--- src/rtl/dmem_arb_pkg.sv ---
// Shared state encoding, default parameters and port identifiers for the
// data-memory arbiter.
package dmem_arb_pkg;

    typedef enum logic {
        IDLE      = 1'b0,
        DMA_BURST = 1'b1
    } arb_state_e;

    localparam int DEF_MAX_BURST    = 8;
    localparam int DEF_STARVE_LIMIT = 4;

    localparam logic [1:0] PORT_NONE = 2'd0;
    localparam logic [1:0] PORT_CPU  = 2'd1;
    localparam logic [1:0] PORT_DMA  = 2'd2;

endpackage

--- src/rtl/arb_wait_counter.sv ---
// Saturating count of consecutive cycles a requester was held off; flags the
// requester as starved once the count reaches LIMIT.
module arb_wait_counter #(
    parameter int LIMIT = 4
) (
    input  logic clk,
    input  logic reset,
    input  logic req,
    input  logic gnt,
    output logic starved
);
    localparam int              W       = $clog2(LIMIT + 1);
    localparam logic [W-1:0]    LIMIT_V = W'(LIMIT);
    localparam logic [W-1:0]    ONE_V   = W'(1);

    logic [W-1:0] cnt_q, cnt_d;

    always_comb begin
        cnt_d = cnt_q;
        if (!req || gnt) begin
            cnt_d = '0;
        end else if (cnt_q != LIMIT_V) begin
            cnt_d = cnt_q + ONE_V;
        end
    end

    always_ff @(posedge clk or negedge reset) begin
        if (!reset) begin
            cnt_q <= '0;
        end else begin
            cnt_q <= cnt_d;
        end
    end

    assign starved = (cnt_q == LIMIT_V);

endmodule

--- src/rtl/dmem_arbiter.sv ---
// Single-port data-memory arbiter between the CPU MEM stage and a DMA burst
// master. Optional statistics counters are enabled by DMEM_ARBITER_STATS_EN.
module dmem_arbiter
    import dmem_arb_pkg::*;
#(
    parameter int MAX_BURST    = DEF_MAX_BURST,
    parameter int STARVE_LIMIT = DEF_STARVE_LIMIT
) (
    input  logic        clk,
    input  logic        reset,
    input  logic        cpu_req,
    input  logic        cpu_we,
    input  logic [31:0] cpu_addr,
    input  logic [31:0] cpu_wdata,
    output logic        cpu_gnt,
    output logic        cpu_stall,
    output logic [31:0] cpu_rdata,
    input  logic        dma_req,
    input  logic        dma_we,
    input  logic        dma_last,
    input  logic [31:0] dma_addr,
    input  logic [31:0] dma_wdata,
    output logic        dma_gnt,
    output logic [31:0] dma_rdata,
    output logic        mem_read,
    output logic        mem_write,
    output logic [31:0] mem_addr,
    output logic [31:0] mem_wdata,
    input  logic [31:0] mem_rdata
`ifdef DMEM_ARBITER_STATS_EN
    ,
    output logic [15:0] stat_cpu_stall_cycles,
    output logic [15:0] stat_dma_beats
`endif
);
    localparam int           BW        = $clog2(MAX_BURST + 1);
    localparam logic [BW-1:0] BEAT_ONE  = BW'(1);
    localparam logic [BW-1:0] BEAT_LAST = BW'(MAX_BURST - 1);

    arb_state_e     state_q, state_d;
    logic [BW-1:0]  beat_cnt_q, beat_cnt_d;
    logic [1:0]     gnt_id;
    logic           cpu_starved, dma_starved;

    arb_wait_counter #(.LIMIT(STARVE_LIMIT)) u_cpu_wait (
        .clk     (clk),
        .reset   (reset),
        .req     (cpu_req),
        .gnt     (cpu_gnt),
        .starved (cpu_starved)
    );

    arb_wait_counter #(.LIMIT(STARVE_LIMIT)) u_dma_wait (
        .clk     (clk),
        .reset   (reset),
        .req     (dma_req),
        .gnt     (dma_gnt),
        .starved (dma_starved)
    );

    // Reset masks the grant so every output collapses without waiting for a clock.
    always_comb begin
        gnt_id = PORT_NONE;
        if (!reset) begin
            gnt_id = PORT_NONE;
        end else if (cpu_req && cpu_starved) begin
            gnt_id = PORT_CPU;
        end else if (state_q == DMA_BURST && dma_req) begin
            gnt_id = PORT_DMA;
        end else if (state_q == IDLE && dma_req && dma_starved) begin
            gnt_id = PORT_DMA;
        end else if (cpu_req) begin
            gnt_id = PORT_CPU;
        end else if (dma_req) begin
            gnt_id = PORT_DMA;
        end
    end

    assign cpu_gnt   = (gnt_id == PORT_CPU);
    assign dma_gnt   = (gnt_id == PORT_DMA);
    assign cpu_stall = reset && cpu_req && !cpu_gnt;

    always_comb begin
        mem_read  = 1'b0;
        mem_write = 1'b0;
        mem_addr  = '0;
        mem_wdata = '0;
        cpu_rdata = '0;
        dma_rdata = '0;
        case (gnt_id)
            PORT_CPU: begin
                mem_read  = !cpu_we;
                mem_write = cpu_we;
                mem_addr  = cpu_addr;
                mem_wdata = cpu_wdata;
                cpu_rdata = mem_rdata;
            end
            PORT_DMA: begin
                mem_read  = !dma_we;
                mem_write = dma_we;
                mem_addr  = dma_addr;
                mem_wdata = dma_wdata;
                dma_rdata = mem_rdata;
            end
            default: ;
        endcase
    end

    // A CPU preempt inside a burst leaves state and beat count untouched.
    always_comb begin
        state_d    = state_q;
        beat_cnt_d = beat_cnt_q;
        case (state_q)
            IDLE: begin
                if (dma_gnt) begin
                    beat_cnt_d = BEAT_ONE;
                    if (!dma_last && MAX_BURST != 1) begin
                        state_d = DMA_BURST;
                    end
                end
            end
            DMA_BURST: begin
                if (!dma_req) begin
                    state_d    = IDLE;
                    beat_cnt_d = '0;
                end else if (dma_gnt) begin
                    if (dma_last || beat_cnt_q == BEAT_LAST) begin
                        state_d    = IDLE;
                        beat_cnt_d = '0;
                    end else begin
                        beat_cnt_d = beat_cnt_q + BEAT_ONE;
                    end
                end
            end
            default: state_d = IDLE;
        endcase
    end

    always_ff @(posedge clk or negedge reset) begin
        if (!reset) begin
            state_q    <= IDLE;
            beat_cnt_q <= '0;
        end else begin
            state_q    <= state_d;
            beat_cnt_q <= beat_cnt_d;
        end
    end

`ifdef DMEM_ARBITER_STATS_EN
    logic [15:0] stall_cycles_q, stall_cycles_d;
    logic [15:0] dma_beats_q, dma_beats_d;

    always_comb begin
        stall_cycles_d = stall_cycles_q;
        dma_beats_d    = dma_beats_q;
        if (cpu_stall && stall_cycles_q != 16'hFFFF) begin
            stall_cycles_d = stall_cycles_q + 16'd1;
        end
        if (dma_gnt && dma_beats_q != 16'hFFFF) begin
            dma_beats_d = dma_beats_q + 16'd1;
        end
    end

    always_ff @(posedge clk or negedge reset) begin
        if (!reset) begin
            stall_cycles_q <= '0;
            dma_beats_q    <= '0;
        end else begin
            stall_cycles_q <= stall_cycles_d;
            dma_beats_q    <= dma_beats_d;
        end
    end

    assign stat_cpu_stall_cycles = stall_cycles_q;
    assign stat_dma_beats        = dma_beats_q;
`endif

endmodule

--- config.mk ---
export PLATFORM = sky130hd
export DESIGN_NAME = dmem_arbiter
export DESIGN_NICKNAME = d
export VERILOG_FILES = /design/src/rtl/dmem_arb_pkg.sv /design/src/rtl/arb_wait_counter.sv /design/src/rtl/dmem_arbiter.sv
export SDC_FILE = /design/constraint.sdc
export NUM_CORES = 1
export LEC_CHECK = 0
export BUFFER_PORTS_ARGS = -buffer_cell sky130_fd_sc_hd__buf_2
export CAP_MARGIN = 10
export CELL_PAD_IN_SITES_DETAIL_PLACEMENT = 1
export CELL_PAD_IN_SITES_GLOBAL_PLACEMENT = 1
export CORE_AREA = 2 2 116 118
export DETAILED_ROUTE_END_ITERATION = 8
export DIE_AREA = 0 0 118 120
export GPL_ROUTABILITY_DRIVEN = 0
export PLACE_DENSITY = 0.81
export SYNTH_ARGS = -nofsm -noshare
export SYNTH_HDL_FRONTEND = slang
export SYNTH_SLANG_ARGS = --single-unit
--- constraint.sdc ---
create_clock -name clk -period 8.7 [get_ports clk]
set_input_delay 1.74 -clock clk [delete_from_list [all_inputs] [get_ports clk]]
set_output_delay 1.74 -clock clk [all_outputs]
set_load 0.02 [all_outputs]
==> flow_summary.yaml <==
synth:
  yosysTopAreaCellShare_pct: 29.3
  synth_cells: 242
  synth_warnings: 0
  ys_top_cells_by_area: "a22o_1 29%, and2_1 21%, dfrtp_1 14%, ha_1 4.6%, buf_6 3.5%"
  synth_edf_count: 0
  async_reset_ff_share_pct: 100
  ys_seq_area_share_pct: 14.4
  syn_area_per_cell_sq_um: 7.91
  syn_area_sq_um: 1910
  synthFlopType: "dfrtp_1"
  yosysTopAreaCell: "a22o_1"
  ys_ff_latch: 11
  netlist-cell-type-count: 36
  syn_nets: 416
drt:
  wl_per_cell_microns: 16.6
  viasPerCell: 4.23
  wl_microns: 11700
  drc_errors: 0
  drtIter0Drc: 154
  num_vias: 2975
  antenna_left: 0
  dr.pass1.iters: 4
cells_and_area:
  nNetsFinal: 701
  syn2layout_area_growth_pct: 88.6
  drive_gt1_share_pct: 59.3
  final_util_pct: 27.8
hold_path:
  min_from: "beat_cnt_q[3]"
  hold_depth: 2
  holdPathEnd: "beat_cnt_q[3]"
  hold_class: "reg2reg"
sta:
  clock_skew_ns: 0.00283
  setup_viol: 0
  rsz0062_at_grt: "no"
  setup_slack_ns: 2.25
  fin_crit_ns: 6.45
  relSlewSlack_pct: 31.2
  tightest_slew_ns: 1.03
  slew_viol_final: 0
  fin_crit_sh_pct: 74.1
  finalHoldViolCount: 0
  fmaxAchievable_mhz: 155
  setup-tns-final_ns: 0
setup_path:
  critPathKind: "in2out"
  r2r.worst_path.cells: 9
  cp-end-kind: "primary output"
  reg2reg_slack_ns: 6.17
  cp_slowest_cell: "nor2b_4"
  path_max_fanout: 45
  cp-start-kind: "input port"
  arrival_ns: 4.71
  r2r-end: "beat_cnt_q[1]"
  max_stage_delay_ns: 0.88
  worstPathCellList: "buf_2 -> and3b_1 -> a41oi_4 -> ha_1 -> buf_4 -> nor2b_4 -> buf_4 -> a22o_1 -> buf_2"
  crit_start: "reset"
  cp.required_ns: 6.96
  r2r_start: "u_dma_wait.cnt_q[0]"
clock_network:
  cts.path.max_buffers: 2
  clk_latency_ns: 0.24
  clk_pin_slew_ns: 0.04
  post_cts_buffers: 0
  cts_sinks: 11
  cts_tree: "yes"
  hold_buffers: 0
  cts_buffers: 3
  clock-root-buffer: "clkbuf_16"
  ctsResizeCount: 0
  htree_levels: 1
flow_run:
  maxCapViolations: 0
placement:
  dp_hpwl_microns: 9830
  numPortBuffers: 299
  place_ws_ns: 2.17
floorplanning:
  ios: 300
  core_sq_um: 13000
  dieArea_sq_um: 14200
  start_util_pct: 14.7
  fp.dieW_microns: 118
  fp-row-count: 42
  die_h_microns: 120
grt:
  grt_pass1_wl_microns: 17500
  grt_pass1_vias: 2927
  grt_overflow: 0
  antenna_found_initial: 1
  grt_max_degree: 65
  grtUsageTotal_pct: 15.5
power_and_ir_drop:
  power.leakage_nw: 2.23
  power.density_nw_per_um2: 92.4
  ir_drop_uv: 96.1
run_status:
  outcome: "completed"
worst max-delay path, delay by kind of cell:
kind                     cells  cell delay [ns]
AO/OA/AOI/OAI                2             0.51
adder cells (fa/ha/maj)      1             0.21
buffers and inverters        4             1.07
AND/OR/NAND/NOR              2             1.14
worst max-delay path by stage:
stage                     slack [ns]  depth (start not counted)            to
after detailed placement        2.17                          9   mem_addr[6]
after floorplan                 3.32                          8   mem_addr[0]
after CTS                       2.17                          9   mem_addr[4]
final                           2.25                          9   mem_addr[4]
after global placement          2.28                          9  mem_addr[15]
after global routing            1.96                          9  mem_addr[16]
sequential cells by signal, summed over array words and instances (netlist names):
name              cells
beat_cnt_q            4
state_q               1
u_dma_wait.cnt_q      3
u_cpu_wait.cnt_q      3
logic make-up (layout without fill, tap and decap cells):
kind of cell,after synthesis,after routing,share of synthesized area (%)
other,0,1,0
buffers and inverters,30,314,8.57
flip-flops,11,11,14.4
adder cells (fa/ha/maj),7,7,4.58
AND/OR/NAND/NOR,105,105,32.2
AO/OA/AOI/OAI,86,86,38.8
XOR/XNOR,2,2,0.916
multiplexers,1,1,0.523
routing by layer:
layer	track usage [%]	wire length [microns]	part of all wire [%]	vias to the layer above
li1	-	-	-	1449
met4	3.39	129	1.1	0
met5	0	0	0	-
met2	25.8	5760	49	113
met1	20.6	5040	43	1402
met3	3.09	738	6.3	11
cell usage after synthesis, drive strengths merged (3+ instances only):
cell / count
a22o: 64
a31oi: 4
and2: 65
buf: 8
clkbuf: 14
dfrtp: 11
ha: 7
inv: 8
nand2: 13
nor2: 11
nor2b: 3
nor3: 3
o21ai: 5
power by group:
part	switching (mW)	internal (mW)
clock	0.0237	0.0616
sequential	0.00615	0.0565
combinational	0.107	0.0782
total	0.137	0.196
placed cells by master, fill, tap and decap left out, types with 2 or more instances in the layout:
master	netlist	final
buf_2	1	299
and2_1	65	65
a22o_1	64	64
nand2_1	12	12
dfrtp_1	11	11
nor2_1	10	10
inv_1	8	8
ha_1	7	7
o21ai_0	5	5
a31oi_1	3	3
nor3_1	3	3
clkbuf_16	0	3
buf_4	1	3
and3b_1	2	2
nand2b_1	2	2
o32ai_1	2	2
nor3b_1	2	2
nor2b_1	3	2
or3_1	2	2
a21oi_1	2	2
xnor2_1	2	2
o21a_1	2	2
nand3_1	2	2
layout make-up:
cell class,count,area [sq um]
Fill cell,1689,9370
Timing Repair Buffer,302,1520
Multi-Input combinational cell,201,1480
Sequential cell,11,275
Tap cell,176,220
Clock buffer,4,78.8
Inverter,8,30.0
Antenna cell,1,2.50
per-stage QoR:
step	hold WS (ns)	total power, mW	instance area, sq um	instances
final	0.569	0.333	3610	703
after global routing	0.636	0.356	3610	703
after detailed placement	0.555	0.249	3530	698
after floorplan	0.497	0.165	1910	242
after CTS	0.575	0.338	3600	702
after global placement	0.555	0.247	3530	698
(Power assumes the default switching activity.)
